==> src/rtl/synth_pkg.sv <==
// Shared widths, pitch-wheel centre and scheduler state encoding for the synth voice path.
package synth_pkg;
    localparam int NOTE_W  = 7;
    localparam int PITCH_W = 14;
    localparam int ADDER_W = 32;
    localparam logic [PITCH_W-1:0] PITCH_CENTRE = 14'd8192;

    typedef enum logic [1:0] {IDLE, DRIVE, WAIT, CAPTURE} sched_state_t;
endpackage

==> src/rtl/dds_voice_scheduler_if.sv <==
// Bus between the voice scheduler and the shared note/pitch-to-DDS converter.
interface dds_voice_scheduler_if;
    import synth_pkg::*;

    logic [NOTE_W-1:0]  cv_note;
    logic [PITCH_W-1:0] cv_pitch;
    logic [ADDER_W-1:0] cv_adder;

    modport master (output cv_note, output cv_pitch, input cv_adder);
    modport slave  (input cv_note, input cv_pitch, output cv_adder);
endinterface

==> src/rtl/rr_pick.sv <==
// Combinational round-robin finder: first set req bit strictly after ptr, with wrap.
module rr_pick #(
    parameter int  NVOICES = 8,
    localparam int VW      = $clog2(NVOICES)
) (
    input  logic [NVOICES-1:0] req,
    input  logic [VW-1:0]      ptr,
    output logic               found,
    output logic [VW-1:0]      idx
);
    logic [VW-1:0] k;

    // Walk from farthest to nearest so the nearest candidate is the last write.
    always_comb begin
        found = 1'b0;
        idx   = '0;
        k     = '0;
        for (int i = NVOICES; i >= 1; i--) begin
            k = VW'((int'(ptr) + i) % NVOICES);
            if (req[k]) begin
                found = 1'b1;
                idx   = k;
            end
        end
    end
endmodule

==> src/rtl/dds_voice_scheduler.sv <==
// Time-shares one note/pitch-to-DDS converter among NVOICES voices, converting dirty
// voices round-robin and latching each result into that voice's phase-increment slot.
module dds_voice_scheduler
    import synth_pkg::*;
#(
    parameter int  NVOICES = 8,
    parameter int  SETTLE  = 7,
    localparam int VW      = $clog2(NVOICES)
) (
    input  logic                       clk,
    input  logic                       rst_n,
    input  logic [NVOICES*NOTE_W-1:0]  voice_note,
    input  logic [NVOICES-1:0]         voice_gate,
    input  logic [PITCH_W-1:0]         pitch,
    dds_voice_scheduler_if.master      cv,
    output logic [NVOICES*ADDER_W-1:0] voice_adder,
    output logic                       upd_valid,
    output logic [VW-1:0]              upd_voice,
    output logic                       busy
);
    localparam int CW = (SETTLE > 1) ? $clog2(SETTLE) : 1;

    localparam logic [1:0] ST_IDLE    = IDLE;
    localparam logic [1:0] ST_DRIVE   = DRIVE;
    localparam logic [1:0] ST_WAIT    = WAIT;
    localparam logic [1:0] ST_CAPTURE = CAPTURE;

    logic [NVOICES-1:0][NOTE_W-1:0]  note_in, note_sh;
    logic [NVOICES-1:0][ADDER_W-1:0] adder_q;
    logic [NVOICES-1:0]              gate_sh, dirty, set_mask, clr_mask, req;
    logic [PITCH_W-1:0]              pitch_sh;
    logic [1:0]                      state;
    logic [VW-1:0]                   sel, rr_ptr, pick_idx;
    logic [CW-1:0]                   cnt;
    logic                            pick_found, sel_stale;

    assign note_in     = voice_note;
    assign voice_adder = adder_q;

    always_comb begin
        set_mask = voice_gate & ~gate_sh;
        for (int k = 0; k < NVOICES; k++)
            if (note_in[k] != note_sh[k]) set_mask[k] = 1'b1;
        if (pitch != pitch_sh) set_mask = '1;
    end

    // cv_note/cv_pitch double as the snapshot of what was sent to the converter.
    assign sel_stale = (note_in[sel] != cv.cv_note) || (pitch != cv.cv_pitch);

    always_comb begin
        clr_mask = '0;
        if (state == ST_CAPTURE && !sel_stale) clr_mask[sel] = 1'b1;
    end

    // Fresh changes are eligible in the same cycle so an idle scheduler reacts immediately.
    assign req = (dirty | set_mask) & voice_gate;

    rr_pick #(.NVOICES(NVOICES)) u_pick (
        .req   (req),
        .ptr   (rr_ptr),
        .found (pick_found),
        .idx   (pick_idx)
    );

    always_ff @(posedge clk) begin
        if (!rst_n) begin
            state       <= ST_IDLE;
            sel         <= '0;
            cnt         <= '0;
            rr_ptr      <= VW'(NVOICES - 1);
            dirty       <= '1;
            note_sh     <= note_in;
            pitch_sh    <= pitch;
            gate_sh     <= voice_gate;
            cv.cv_note  <= '0;
            cv.cv_pitch <= PITCH_CENTRE;
            busy        <= 1'b0;
            upd_valid   <= 1'b0;
            upd_voice   <= '0;
            adder_q     <= '0;
        end else begin
            note_sh   <= note_in;
            pitch_sh  <= pitch;
            gate_sh   <= voice_gate;
            dirty     <= (dirty & ~clr_mask) | set_mask;
            upd_valid <= 1'b0;
            case (state)
                ST_IDLE: if (pick_found) begin
                    sel         <= pick_idx;
                    cv.cv_note  <= note_in[pick_idx];
                    cv.cv_pitch <= pitch;
                    busy        <= 1'b1;
                    state       <= ST_DRIVE;
                end
                ST_DRIVE: begin
                    cnt   <= CW'(SETTLE - 1);
                    state <= ST_WAIT;
                end
                ST_WAIT: begin
                    if (cnt == '0) state <= ST_CAPTURE;
                    else           cnt   <= cnt - 1'b1;
                end
                ST_CAPTURE: begin
                    adder_q[sel] <= cv.cv_adder;
                    upd_valid    <= 1'b1;
                    upd_voice    <= sel;
                    rr_ptr       <= sel;
                    busy         <= 1'b0;
                    state        <= ST_IDLE;
                end
                default: state <= ST_IDLE;
            endcase
        end
    end
endmodule
==> src/flat_wrapper.sv <==
// flat-port wrapper written by rule: the top's interface ports become plain ports
module dds_voice_scheduler_flat import synth_pkg::*;
#(
    parameter int  NVOICES = 8,
    parameter int  SETTLE  = 7,
    localparam int VW      = $clog2(NVOICES)
)
  (clk, rst_n, voice_note, voice_gate, pitch, voice_adder, upd_valid, upd_voice, busy, cv_cv_note, cv_cv_pitch, cv_cv_adder);
  dds_voice_scheduler_if cv_i ();
  input  logic clk;
  input  logic rst_n;
  input  logic [NVOICES*NOTE_W-1:0] voice_note;
  input  logic [NVOICES-1:0] voice_gate;
  input  logic [PITCH_W-1:0] pitch;
  output logic [NVOICES*ADDER_W-1:0] voice_adder;
  output logic upd_valid;
  output logic [VW-1:0] upd_voice;
  output logic busy;
  output wire logic [$bits(cv_i.cv_note)-1:0] cv_cv_note;
  output wire logic [$bits(cv_i.cv_pitch)-1:0] cv_cv_pitch;
  input wire logic [$bits(cv_i.cv_adder)-1:0] cv_cv_adder;
  assign cv_cv_note = cv_i.cv_note;
  assign cv_cv_pitch = cv_i.cv_pitch;
  assign cv_i.cv_adder = cv_cv_adder;
  dds_voice_scheduler #(.NVOICES(NVOICES), .SETTLE(SETTLE)) u_core (.clk(clk), .rst_n(rst_n), .voice_note(voice_note), .voice_gate(voice_gate), .pitch(pitch), .cv(cv_i), .voice_adder(voice_adder), .upd_valid(upd_valid), .upd_voice(upd_voice), .busy(busy));
endmodule
==> config.mk <==
export PLATFORM = sky130hd
export DESIGN_NAME = dds_voice_scheduler_flat
export DESIGN_NICKNAME = d
export VERILOG_FILES = /design/src/rtl/synth_pkg.sv /design/src/rtl/dds_voice_scheduler_if.sv /design/src/rtl/rr_pick.sv /design/src/rtl/dds_voice_scheduler.sv /design/src/flat_wrapper.sv
export SDC_FILE = /design/constraint.sdc
export NUM_CORES = 1
export LEC_CHECK = 0
export ABC_AREA = 0
export CAP_MARGIN = 30
export CORE_MARGIN = 2
export CORE_UTILIZATION = 25
export DETAILED_ROUTE_END_ITERATION = 7
export GPL_ROUTABILITY_DRIVEN = 0
export SETUP_SLACK_MARGIN = 0.02
export SYNTH_ARGS = -nofsm -noshare
export SYNTH_HDL_FRONTEND = slang
export SYNTH_SLANG_ARGS = --single-unit
==> constraint.sdc <==
create_clock -name clk -period 5.3 [get_ports clk]
set_clock_uncertainty 0.05 [all_clocks]
set_input_delay 0.795 -clock clk [delete_from_list [all_inputs] [get_ports clk]]
set_output_delay 0.795 -clock clk [all_outputs]
set_load 0.01 [all_outputs]
Word-level counts from Yosys, hierarchy flattened
Cells that the tools add are included.

storage, ports and cells
  word-level logic and storage cells = 143
  bits of input ports = 112
  bits in registers = 379
  output and inout bits = 282

cells by class
  order comparisons = 11
  muxes and demuxes = 59
  bitwise gates (word level) = 7
  reduce and logical (&&, ||, !) cells = 12
  eq/ne operators = 17
  $add $sub $neg = 9

operator list
  cell                                                    number
  bitwise mux 256 bit                                     1
  demux 32 bit (select 3 bit)                             1
  inequality test 7 bit                                   9
  binary-select mux 7 bit (select 3 bit)                  2
  < comparator 3 x 4 -> 1 bit (second input constant)     10
  two-way mux 32 bit                                      1
  inequality test 14 bit                                  2
  two-way mux 1 bit                                       27
  two-way mux 3 bit                                       9
  AND 8 bit                                               3
  binary-select mux 1 bit (select 3 bit)                  8
  two-way mux 8 bit                                       2
  NOT 8 bit                                               2
  OR 8 bit                                                2
  two-way mux 7 bit                                       2
  adder 3 bit (second input constant)                     4
  one-hot mux 2 bit (4 select lines)                      1
  AND reduction 2 bit                                     4
  adder 3 x 1 -> 3 bit (second input constant)            2
  adder 3 x 2 -> 3 bit (second input constant)            2
  one-hot mux 3 bit (2 select lines)                      1
  == test 2 bit (second input constant)                   2
  two-way mux 2 bit                                       2
  inequality test 2 x 1 -> 1 bit (second input constant)  2
  12 further kinds                                        14

Depth between registers and ports, before layout
Gate-level depths: netlist (run 1).

  word-level depth = 18
  gate-level depth with buffers = 17
  depth with buffers taken out = 12

Hierarchy
From an unflattened synthesis (run 1), not the netlist that was laid out.

unflattened totals
  cells, all modules = 1,739
  area, all modules = 15,620.0 um^2

modules (own cells, without submodules)
  module               area each (um^2)  times used  seq. area each (um^2)  cells each
  dds_voice_scheduler  14,945.6          1           7,587.3                1,662
  rr_pick              674.4             1           0.0                    77

Worst setup path before layout (run 1)
Ideal clock, no wire load.

  kind = register to register
  start = register u_core.rr_ptr[0]
  end = register u_core.cv.cv_note[0]
  period minus slack after synthesis = 4.329 ns
  data arrival time = 4.157 ns
  buffers on the path = 6
  data required time = 5.128 ns
  library setup time = 0.122 ns
  slack = 0.971 ns
  stages on the path, launching flop included = 17
  path through = dfxtp_1 clkbuf_1 inv_2 buf_1 ha_1 clkbuf_1 clkbuf_1 clkbuf_1 a2111oi_0 nor4_1 o21ai_0 o21ai_1 nand3_2 buf_2 o22ai_1 a21oi_1 a221o_1

on the way
  longest elaborated chain between the ends = 13
  elaborated cells on any way between the ends = 43
  classes of those cells = add/sub (8); mux (34); reduce/logical (1)

ends and longest elaborated chain
  what                                     line                         RTL
  start, declared                          dds_voice_scheduler.sv:33    logic [VW-1:0] sel, rr_ptr, pick_idx;
  start signal, assigned                   dds_voice_scheduler.sv:70    rr_ptr <= VW'(NVOICES - 1);
  start signal, assigned                   dds_voice_scheduler.sv:107   rr_ptr <= sel;
  adder 3 x 1 -> 3 bit                     rr_pick.sv:19                k = VW'((int'(ptr) + i) % NVOICES);
  binary-select mux 1 bit (select 3 bit)   rr_pick.sv:20                if (req[k]) begin
  two-way mux 1 bit (not written as such)  rr_pick.sv:20
  two-way mux 3 bit (8 in series)          rr_pick.sv:20
  binary-select mux 7 bit (select 3 bit)   dds_voice_scheduler.sv:90    cv.cv_note <= note_in[pick_idx];
  two-way mux 7 bit (not written as such)  dds_voice_scheduler.sv:90
  end signal, assigned                     dds_voice_scheduler.sv:90
  end, declared                            dds_voice_scheduler_if.sv:9  modport master (output cv_note, output cv_pitch, input cv_adder);

Parallel ways exist; a longest one is shown, timed or not. The select of a mux whose other input is x is not followed.
A chain may end at the register's enable or synchronous reset.

Final worst setup path (run 1)
  start = input port pitch[1]
  end = register u_core.cv.cv_note[4]

on the way
  longest elaborated chain between the ends = 16
  elaborated cells on any way between the ends = 39
  classes of those cells = eq/ne (1); mux (35); bitwise (2); reduce/logical (1)

ends and longest elaborated chain
  what                                     line                       RTL
  start, declared                          flat_wrapper.sv:14         input logic [PITCH_W-1:0] pitch;
  inequality test 14 bit (*)               dds_voice_scheduler.sv:44  if (pitch != pitch_sh) set_mask = '1;
  two-way mux 8 bit (*)                    dds_voice_scheduler.sv:44
  OR 8 bit (*)                             dds_voice_scheduler.sv:56  assign req = (dirty | set_mask) & voice_gate;
  AND 8 bit (*)                            dds_voice_scheduler.sv:56
  binary-select mux 1 bit (select 3 bit)   rr_pick.sv:20
  two-way mux 1 bit (not written as such)  rr_pick.sv:20
  two-way mux 3 bit (8 in series)          rr_pick.sv:20
  binary-select mux 7 bit (select 3 bit)   dds_voice_scheduler.sv:90
  two-way mux 7 bit (not written as such)  dds_voice_scheduler.sv:90

Every way passes the cells marked *; elsewhere a longest branch is shown, timed or not. The select of a mux whose other input is x is not followed.

==> out/metrics.csv, run 1 <==
metric;value;unit
status;completed;
p_switching;3.05;mW
grt_overflow;0;
min_path_type;flip-flop to flip-flop;
port_buffers;393;
pre_cts_ws;-17.3;ps
critPathKind;primary input to flip-flop;
grt_pass1_wl;94000;um
min_to;u_core.voice_adder[2]$_SDFFE_PN0P_;
cp.arrival;5320;ps
rsz0062_at_grt;no;
p_sw_share;32.5;%
hold_viol_final;0;
p_int;6.33;mW
final_antenna_net_count;0;
nNetsFinal;2356;
tritoncts;built;
clk_latency;590;ps
num_vias;14995;
critPathRequiredTime;5760;ps
leakage;7.71;nW
pwr-share-comb;30.9;%
fin_util;35.9;%
hpwl;45000;um
tightest_slew;1030;ps
drc;0;
first_pass_iters;5;
r2r-end;u_core.cv.cv_note[3]$_SDFFE_PN0P_;
critPathBufInv;4;
seq_power_share;33.6;%
fin_ws;445;ps
critical_path.cell_chain;clkdlybuf4s50_1 > xor2_1 > nor4_1 > buf_4 > nand4_1 > buf_4 > o31a_1 > mux2_2 > mux4_2 > nand3b_1 > a311oi_1 > o211ai_2 > buf_12 > o21bai_1 > o22a_1 > o221ai_1;
synthArstFlopShare;0;%
cts_sinks;379;
holdPathStages;2;
layout_commonest_cell;nand2_1;
ys.warnings.count;0;
place_area;20900;um2
final_cell_mix;546 x nand2_1, 393 x clkdlybuf4s50_1, 379 x dfxtp_1;
critPathMostFrequentCell;buf_4;
layout.cells.non_filler;3117;
r2r_slack;640;ps
drv_cap;0;
grt_max_degree;144;
syn-instance-count;1859;
r2r_start;u_core.rr_ptr[1]$_SDFFE_PN1P_;
die_h;255;um
syn-cell-area;15800;um2
postCtsSetupBuffers;0;
die_area;65200;um2
max-slew-margin-rel;31.4;%
max_stage_delay;520;ps
fin_area;22500;um2
dr.first_iter.drc_count;1258;
crit_family;compound AO/OA/AOI/OAI gates;
clock_power_share;35.5;%
startpoint_type;primary input;
area_growth;42.6;%
vias_per_cell;4.81;
whs;402;ps
grt_usage;18.6;%
clockRootBuffer;clkbuf_16;
synth_edf_count;0;
drive_gt1_share;9.82;%
reg2reg_depth;13;
syn_area_per_cell;8.49;um2
num-fill-cells;6361;
core;62700;um2
ctsHoldBuffers;0;
min_period;4850;ps
drv_slew;0;
wl_per_cell;20.3;um
max_freq;0.206;GHz
cp-end-kind;flip-flop;
synth.yosys.seq_area_share;48.1;%
antenna_found_initial;1;
hold_start;u_core.voice_adder[2]$_SDFFE_PN0P_;
cts_made_buffers;45;
p_per_area;417;nW/um2
max-vdd-ir-drop;0.000289;V
period_share;91.6;%
ys_seq_elements;379;
cts_buffer_depth;3;
ys_types;76;
first_global_vias;14660;
dp.cells;3034;
start_util;25.2;%
ctsResizeCount;0;
htreeDepth;2;
totalWireLength;63300;um
synthFlopType;dfxtp_1;
cp_slowest_cell;mux4_2;
setup_violations;0;
die_w;255;um
cp_max_fo;17;
rows;92;
synth.net_count;1980;
pin_count;394;
path_clk_slew;70;ps
[power by group through the flow]
stage | Clock, mW | Combinational (mW) | Sequential, mW
after floorplan | 0 | 1.89 | 3.20
after global placement | 0 | 2.76 | 3.21
after detailed placement | 0 | 2.84 | 3.21
after CTS | 3.40 | 2.85 | 3.15
after global routing | 3.51 | 3.09 | 3.17
final | 3.33 | 2.90 | 3.15
[tightest hold or removal path, stage by stage (launching register included)]
cell and delay, ps:
dfxtp_1 310, nand2_1 50, a21oi_1 50
[sequential cells by signal, indices dropped and copies added, names as in the netlist, 7 cells and up]
signal,cells
u_core.cv.cv_note,7
u_core.cv.cv_pitch,14
u_core.dirty,8
u_core.gate_sh,8
u_core.note_sh,56
u_core.pitch_sh,14
u_core.voice_adder,256
[how the worst max path moves through the flow]
stage	start	endpoint	depth (start not counted)
after floorplan	u_core.rr_ptr[0]$_SDFFE_PN1P_	u_core.cv.cv_note[0]$_SDFFE_PN0P_	16
after global placement	pitch[12]	u_core.cv.cv_note[2]$_SDFFE_PN0P_	15
after detailed placement	voice_note[54]	u_core.cv.cv_note[2]$_SDFFE_PN0P_	14
after CTS	pitch[1]	u_core.cv.cv_note[4]$_SDFFE_PN0P_	16
after global routing	pitch[1]	u_core.cv.cv_note[3]$_SDFFE_PN0P_	17
final	pitch[1]	u_core.cv.cv_note[4]$_SDFFE_PN0P_	16
[Yosys cell counts, types with 15 or more instances]
library cell	count	area, um2
mux2i_1	36	360
a21oi_1	284	1420
nand3_1	17	85.1
mux2_2	18	203
o22ai_1	25	156
nor2_1	52	195
clkbuf_2	28	140
nand2_1	547	2050
clkbuf_1	102	383
xnor2_1	52	455
xor2_1	44	385
o21ai_0	15	75.1
dfxtp_1	379	7590
inv_1	19	71.3
mux4_2	16	360
[logic make-up (layout without fill, tap and decap cells)]
kind of cell,after synthesis,in the layout,share of synthesized area [%]
xor gates and xnor gates,96,96,5.33
and+or+nand+nor,687,687,17.8
other,0,1,0
adders and majority gates,9,9,0.713
buffers and inverters,172,583,4.79
DFF,379,379,48.1
muxes,83,83,6.89
AOI/OAI and AO/OA,433,433,16.5
[area by class of cell]
class | instances | area (um2) | area share [%]
Sequential cell | 379 | 7590 | 33.7
Multi-Input combinational cell | 1308 | 7500 | 33.3
Timing Repair Buffer | 480 | 4690 | 20.8
Clock buffer | 64 | 1330 | 5.90
Tap cell | 846 | 1060 | 4.70
Clock inverter | 18 | 264 | 1.17
Inverter | 21 | 86.3 | 0.383
Antenna cell | 1 | 2.50 | 0.0111
[metal layers]
layer	share of wire, %	wire length [um]	global-route usage (%)
met4	2.8	1800	6.05
met3	8.1	5140	4.94
met5	0	0	0
met1	42	26500	23.3
met2	47	29900	31.1
[stage by stage]
stage	TNS (ps)	total power, mW
floorplan	0	5.09
global placement	0	5.97
detailed placement	-19.4	6.05
CTS	0	9.40
global route	0	9.78
finish	0	9.38
No activity file was read; power rests on OpenSTA's default activity.
==> inputs of run 2 (changes only) <==
--- a/config.mk
+++ b/config.mk
@@ -11,7 +11,9 @@
 export CORE_UTILIZATION = 25
 export DETAILED_ROUTE_END_ITERATION = 7
 export GPL_ROUTABILITY_DRIVEN = 0
+export GPL_TIMING_DRIVEN = 0
 export SETUP_SLACK_MARGIN = 0.02
 export SYNTH_ARGS = -nofsm -noshare
 export SYNTH_HDL_FRONTEND = slang
+export SYNTH_HIERARCHICAL = 1
 export SYNTH_SLANG_ARGS = --single-unit
==> out/metrics.csv, run 2 <==
metric;value;unit;change
status;completed;;
totalWireLength;61900;um;-2.2%
multiInputGateArea;7330;um2;-2.2%
grt_usage;18.6;%;-0.038 points
antenna_found_initial;5;;+4
largest_reg_flops;256;;unchanged
critical_path.cell_chain;clkdlybuf4s50_1 > xor2_1 > nor4_1 > nand4_1 > nor2_1 > a21boi_0 > mux4_2 > mux2_4 > or3_1 > o311ai_1 > a31oi_1 > clkbuf_4 > buf_6 > mux4_2 > mux2i_1 > nand2_1 > o211a_1;;
die_area;64500;um2;-1.1%
period_share;95.0;%;+3.4 points
tritoncts;built;;
final_antenna_net_count;0;;unchanged
drc;0;;unchanged
synthArstFlopShare;0;%;unchanged
p_per_area;389;nW/um2;-6.7%
vias_per_cell;4.61;;-4.1%
cts_made_buffers;44;;-2.2%
dr.first_iter.drc_count;864;;-31%
final_cell_mix;574 x nand2_1, 379 x dfxtp_1, 361 x clkdlybuf4s50_1;;
path_clk_slew;60;ps;about the same
critPathKind;primary input to flip-flop;;
critPathRequiredTime;5710;ps;-50 ps
rsz0062_at_grt;no;;
power;8.49;mW;-9.6%
syn-cell-area;15600;um2;-1.1%
nNetsFinal;2276;;-3.4%
yosysTopAreaCell;dfxtp_1;;
drive_gt1_share;8.92;%;-0.91 points
clockRootBuffer;clkbuf_16;;
max_stage_delay;560;ps;+40 ps
cp-end-kind;flip-flop;;
max-slew-margin-rel;45.8;%;+14 points
fin_util;35.4;%;-0.51 points
area_growth;39.8;%;
ys_seq_elements;379;;unchanged
max-vdd-ir-drop;0.000216;V;-25%
rows;91;;-1.1%
num_vias;13959;;-6.9%
ys_types;52;;-32%
die_w;254;um;-0.53%
yosysMostFrequentCell;nand2_1;;
cts_buffer_depth;3;;unchanged
synth.yosys.seq_area_share;48.6;%;+0.52 points
drv_cap;0;;unchanged
max_freq;0.199;GHz;-3.6%
tightest_slew;813;ps;-217 ps
min_path_type;flip-flop to flip-flop;;
synthFlopType;dfxtp_1;;
ctsHoldBuffers;0;;unchanged
grt_max_degree;13;;-91%
setup_violations;0;;unchanged
hold_viol_final;0;;unchanged
die_h;254;um;-0.53%
min_period;5040;ps;+180 ps
htreeDepth;2;;unchanged
fin_setup_tns;0;ps;unchanged
register_area;7590;um2;unchanged
grt_pass1_wl;88700;um;-5.7%
layout_commonest_cell;nand2_1;;
hpwl;47000;um;+4.5%
syn_area_per_cell;8.98;um2;+5.8%
layout.cells.non_filler;3026;;-2.9%
cp_max_fo;10;;-7
leakage;7.42;nW;-3.7%
clk_latency;570;ps;-20 ps
dp.cells;2943;;-3.0%
grt_overflow;0;;unchanged
cp_slowest_cell;mux4_2;;
startpoint_type;primary input;;
wl_per_cell;20.5;um;+0.79%
place_area;20300;um2;-2.8%
critPathMostFrequentCell;mux4_2;;
drv_slew;0;;unchanged
ys.warnings.count;6;;+6
cts_sinks;379;;unchanged
ys_top_cells_by_count;574 x nand2_1, 379 x dfxtp_1, 267 x a21boi_0;;
core;61700;um2;-1.6%
synth.net_count;1859;;-6.1%
yosysTopAreaCellShare;48.6;%;+0.52 points
num-fill-cells;6272;;-1.4%
port_buffers;361;;-8.1%
ys_top_cells_by_area;dfxtp_1 49%, nand2_1 14%, a21boi_0 13%;;
cp.arrival;5440;ps;+120 ps
first_global_vias;13718;;-6.4%
first_pass_iters;5;;unchanged
fin_area;21800;um2;-3.0%
synth_edf_count;0;;unchanged
start_util;25.3;%;+0.14 points
syn-instance-count;1739;;-6.5%
pin_count;394;;unchanged
[run 2: stage by stage]
stage                     worst slack (ps)  hold slack, ps
after floorplan                        495             393
after global placement               -1240             394
after detailed placement             -1220             400
after CTS                              177             414
after global routing                  31.2             431
final                                  265             413
[run 2: layout make-up]
cell class	instances	share of cell area [%]
diodes	2	0.0229
plain buffers	138	2.99
clock buffers	62	5.72
clock inverters	15	0.779
inverters	21	0.361
multi-input cells	1201	33.6
flip-flops and latches	379	34.7
well taps	837	4.80
repair buffers	371	17.0
[run 2: worst max-delay path, delay by kind of cell]
family	cells	cell delay (ps)
simple gates	5	1280
mux	4	1620
buf+inv	3	910
xor+xnor	1	210
compound gates	4	630
[run 2: repair_timing]
item,in CTS,in global routing
hold endpoints to repair,0,0
resized for setup,4,7
buffers inserted,1,3
setup endpoints to repair,7,7
pin swaps,1,0
[run 2: kinds of logic after synthesis]
logic type,after synthesis,synth area share [%]
AOI/OAI and AO/OA,348,16.5
xor gates and xnor gates,94,5.27
adders and majority gates,8,0.641
buffers and inverters,159,4.60
DFF,379,48.6
muxes,62,6.42
and+or+nand+nor,689,18.0
[run 2: layer usage]
| metal | vias up | GRT usage (%) | wire (um) |
|---|---|---|---|
| li1 | 6597 | - | - |
| met1 | 6707 | 22.6 | 25200 |
| met2 | 545 | 30.9 | 29200 |
| met3 | 110 | 5.78 | 5450 |
| met4 | 0 | 6.62 | 2010 |
| met5 | - | 0 | 0 |
[run 2: path summary, 6_finish.rpt]
path / start / end / slack, ps / cells past startpoint
setup / recovery: voice_note[4] / u_core/cv.cv_note[6]$_SDFFE_PN0P_ / 260 / 17
hold / removal: u_core/voice_adder[145]$_SDFFE_PN0P_ / u_core/voice_adder[145]$_SDFFE_PN0P_ / 410 / 2
setup reg to reg: u_core/pitch_sh[10]$_DFF_P_ / u_core/cv.cv_note[6]$_SDFFE_PN0P_ / 740 / 17
hold reg to reg: u_core/voice_adder[145]$_SDFFE_PN0P_ / u_core/voice_adder[145]$_SDFFE_PN0P_ / 410 / 2
[run 2: power by group]
| part | switching (mW) | internal, mW | leakage, nW | total [mW] |
|---|---|---|---|---|
| clock | 1.26 | 1.75 | 0.691 | 3.01 |
| combinational | 1.30 | 1.03 | 3.64 | 2.34 |
| sequential | 0.123 | 3.02 | 3.09 | 3.14 |
==> inputs of run 3 (changes only) <==
--- a/config.mk
+++ b/config.mk
@@ -7,8 +7,10 @@
 export LEC_CHECK = 0
 export ABC_AREA = 0
 export CAP_MARGIN = 30
+export CORE_ASPECT_RATIO = 0.75
 export CORE_MARGIN = 2
 export CORE_UTILIZATION = 25
+export CTS_BUF_LIST = sky130_fd_sc_hd__clkbuf_8 sky130_fd_sc_hd__clkbuf_16
 export DETAILED_ROUTE_END_ITERATION = 7
 export GPL_ROUTABILITY_DRIVEN = 0
 export GPL_TIMING_DRIVEN = 0
==> out/metrics.csv, run 3 (same netlist as run 2, synthesis figures left out) <==
metric;value;unit;change
status;completed;;
vias_per_cell;4.70;;+1.8%
leakage;7.50;nW;+1.0%
nNetsFinal;2275;;-0.044%
tightest_slew;965;ps;+152 ps
rsz0062_at_grt;no;;
register_area;7590;um2;unchanged
hold_viol_final;0;;unchanged
largest_reg_flops;256;;unchanged
port_buffers;361;;unchanged
reg2reg_depth;17;;unchanged
cp.arrival;5520;ps;+80 ps
hold_start;u_core/voice_adder[137]$_SDFFE_PN0P_;;
layout_commonest_cell;nand2_1;;
max-vdd-ir-drop;0.000249;V;+15%
critPathKind;primary input to flip-flop;;
totalWireLength;63300;um;+2.3%
drv_slew;0;;unchanged
r2r_slack;680;ps;-60 ps
cts_made_buffers;43;;-2.3%
holdPathStages;2;;unchanged
grt_overflow;0;;unchanged
drive_gt1_share;9.41;%;+0.49 points
wl_per_cell;21.1;um;+3.1%
grt_max_degree;15;;+2
first_pass_iters;5;;unchanged
fin_util;35.4;%;about the same
min_period;5110;ps;+76.7 ps
area_growth;40.3;%;
r2r_start;u_core/pitch_sh[10]$_DFF_P_;;
rows;79;;-13%
final_antenna_net_count;0;;unchanged
cts_buffer_depth;3;;unchanged
die_w;293;um;+15%
final_cell_mix;574 x nand2_1, 379 x dfxtp_1, 361 x clkdlybuf4s50_1;;
pre_cts_ws;-1350;ps;-124 ps
drc;0;;unchanged
critPathRequiredTime;5710;ps;about the same
first_global_vias;13709;;-0.066%
num_vias;14103;;+1.0%
start_util;25.2;%;-0.068 points
clockRootBuffer;clkbuf_16;;
fin_ws;188;ps;-76.7 ps
min_path_type;flip-flop to flip-flop;;
min_to;u_core/voice_adder[137]$_SDFFE_PN0P_;;
max-slew-margin-rel;35.7;%;-10 points
antenna_found_initial;5;;unchanged
p_per_area;400;nW/um2;+2.9%
period_share;96.4;%;+1.4 points
setup_violations;0;;unchanged
dp.cells;2912;;-1.1%
clk_latency;560;ps;about the same
power;8.76;mW;+3.2%
cts_sinks;379;;unchanged
hpwl;48300;um;+2.7%
drv_cap;0;;unchanged
max_freq;0.196;GHz;-1.5%
cp-end-kind;flip-flop;;
cp_max_fo;10;;unchanged
grt_usage;18.8;%;+0.21 points
startpoint_type;primary input;;
r2r-end;u_core/cv.cv_note[1]$_SDFFE_PN0P_;;
tritoncts;built;;
core;61900;um2;+0.27%
grt_pass1_wl;89700;um;+1.1%
ctsHoldBuffers;0;;unchanged
die_area;64500;um2;about the same
htreeDepth;2;;unchanged
multiInputGateArea;7340;um2;+0.12%
layout.cells.non_filler;3002;;-0.79%
die_h;220;um;-13%
pin_count;394;;unchanged
num-fill-cells;6245;;-0.43%
path_clk_slew;60;ps;about the same
dr.first_iter.drc_count;923;;+6.8%
==> run 3: cell count changes in the layout (fill, tap and decap cells not counted), sizes merged <==
| cell | before | now |
|---|---|---|
| bufinv | 2 | 5 |
| clkbuf | 129 | 120 |
| diode | 2 | 3 |
| clkinvlp | 3 | 4 |
| clkinv | 8 | 10 |
| inv | 23 | 27 |
| buf | 81 | 82 |
==> run 3: area by class of cell <==
cell class	count	share of cell area (%)
Sequential cell	379	34.6
Clock buffer	54	5.70
Buffer	138	2.97
Multi-Input combinational cell	1201	33.5
Timing Repair Buffer	371	16.9
Tap cell	810	4.63
Clock inverter	25	1.24
Inverter	21	0.360
Antenna cell	3	0.0343
==> run 3: repair_timing <==
item,in CTS,in global routing
pin swaps,1,0
cloned,0,0
buffers inserted,1,7
resized for setup,4,8
setup endpoints to repair,7,7
==> run 3: report_power, final <==
part / total [mW] / leakage, nW / internal, mW / switching (mW)
Clock: 3.21 / 0.762 / 1.92 / 1.29
Combinational: 2.40 / 3.64 / 1.07 / 1.33
Sequential: 3.15 / 3.09 / 3.02 / 0.131
Total: 8.76 / 7.50 / 6.01 / 2.75
==> run 3: routing by layer <==
metal	global-route usage (%)	wire length [um]
met1	25.6	28700
met2	28.7	27400
met3	5.03	5100
met4	6.82	2110
met5	0	0
==> run 3: critical path, stage by stage <==
cell and delay [ps]:
clkdlybuf4s50_1 510, xor2_1 200, nor4_1 290, nand3_1 170
nor3_4 240, buf_12 160, a21boi_0 190, mux4_2 580
mux2_4 330, or3_1 350, o311ai_1 280, a31oi_1 90
buf_4 190, buf_6 170, mux4_2 500, mux2i_2 220
nand2_1 90, o211a_1 150
==> run 3: stage by stage <==
| step | area (um2) | TNS, ps | hold slack (ps) |
|---|---|---|---|
| floorplan | 15600 | 0 | 393 |
| global placement | 20200 | -13750 | 393 |
| detailed placement | 20300 | -14510 | 397 |
| CTS | 21800 | 0 | 406 |
| global route | 21900 | 0 | 431 |
| finish | 21900 | 0 | 403 |
==> run 3: how the worst max path moves through the flow <==
stage / startpoint / end / slack [ps]
2_1_floorplan: pitch[10] / u_core/cv.cv_note[0]$_SDFFE_PN0P_ / 490
4_1_cts: pitch[7] / u_core/cv.cv_note[1]$_SDFFE_PN0P_ / 50
3_3_place_gp: pitch[10] / u_core/cv.cv_note[1]$_SDFFE_PN0P_ / -1300
5_1_grt: pitch[7] / u_core/cv.cv_note[1]$_SDFFE_PN0P_ / 30
6_report: pitch[7] / u_core/cv.cv_note[1]$_SDFFE_PN0P_ / 190
3_5_place_dp: pitch[7] / u_core/cv.cv_note[1]$_SDFFE_PN0P_ / -1350
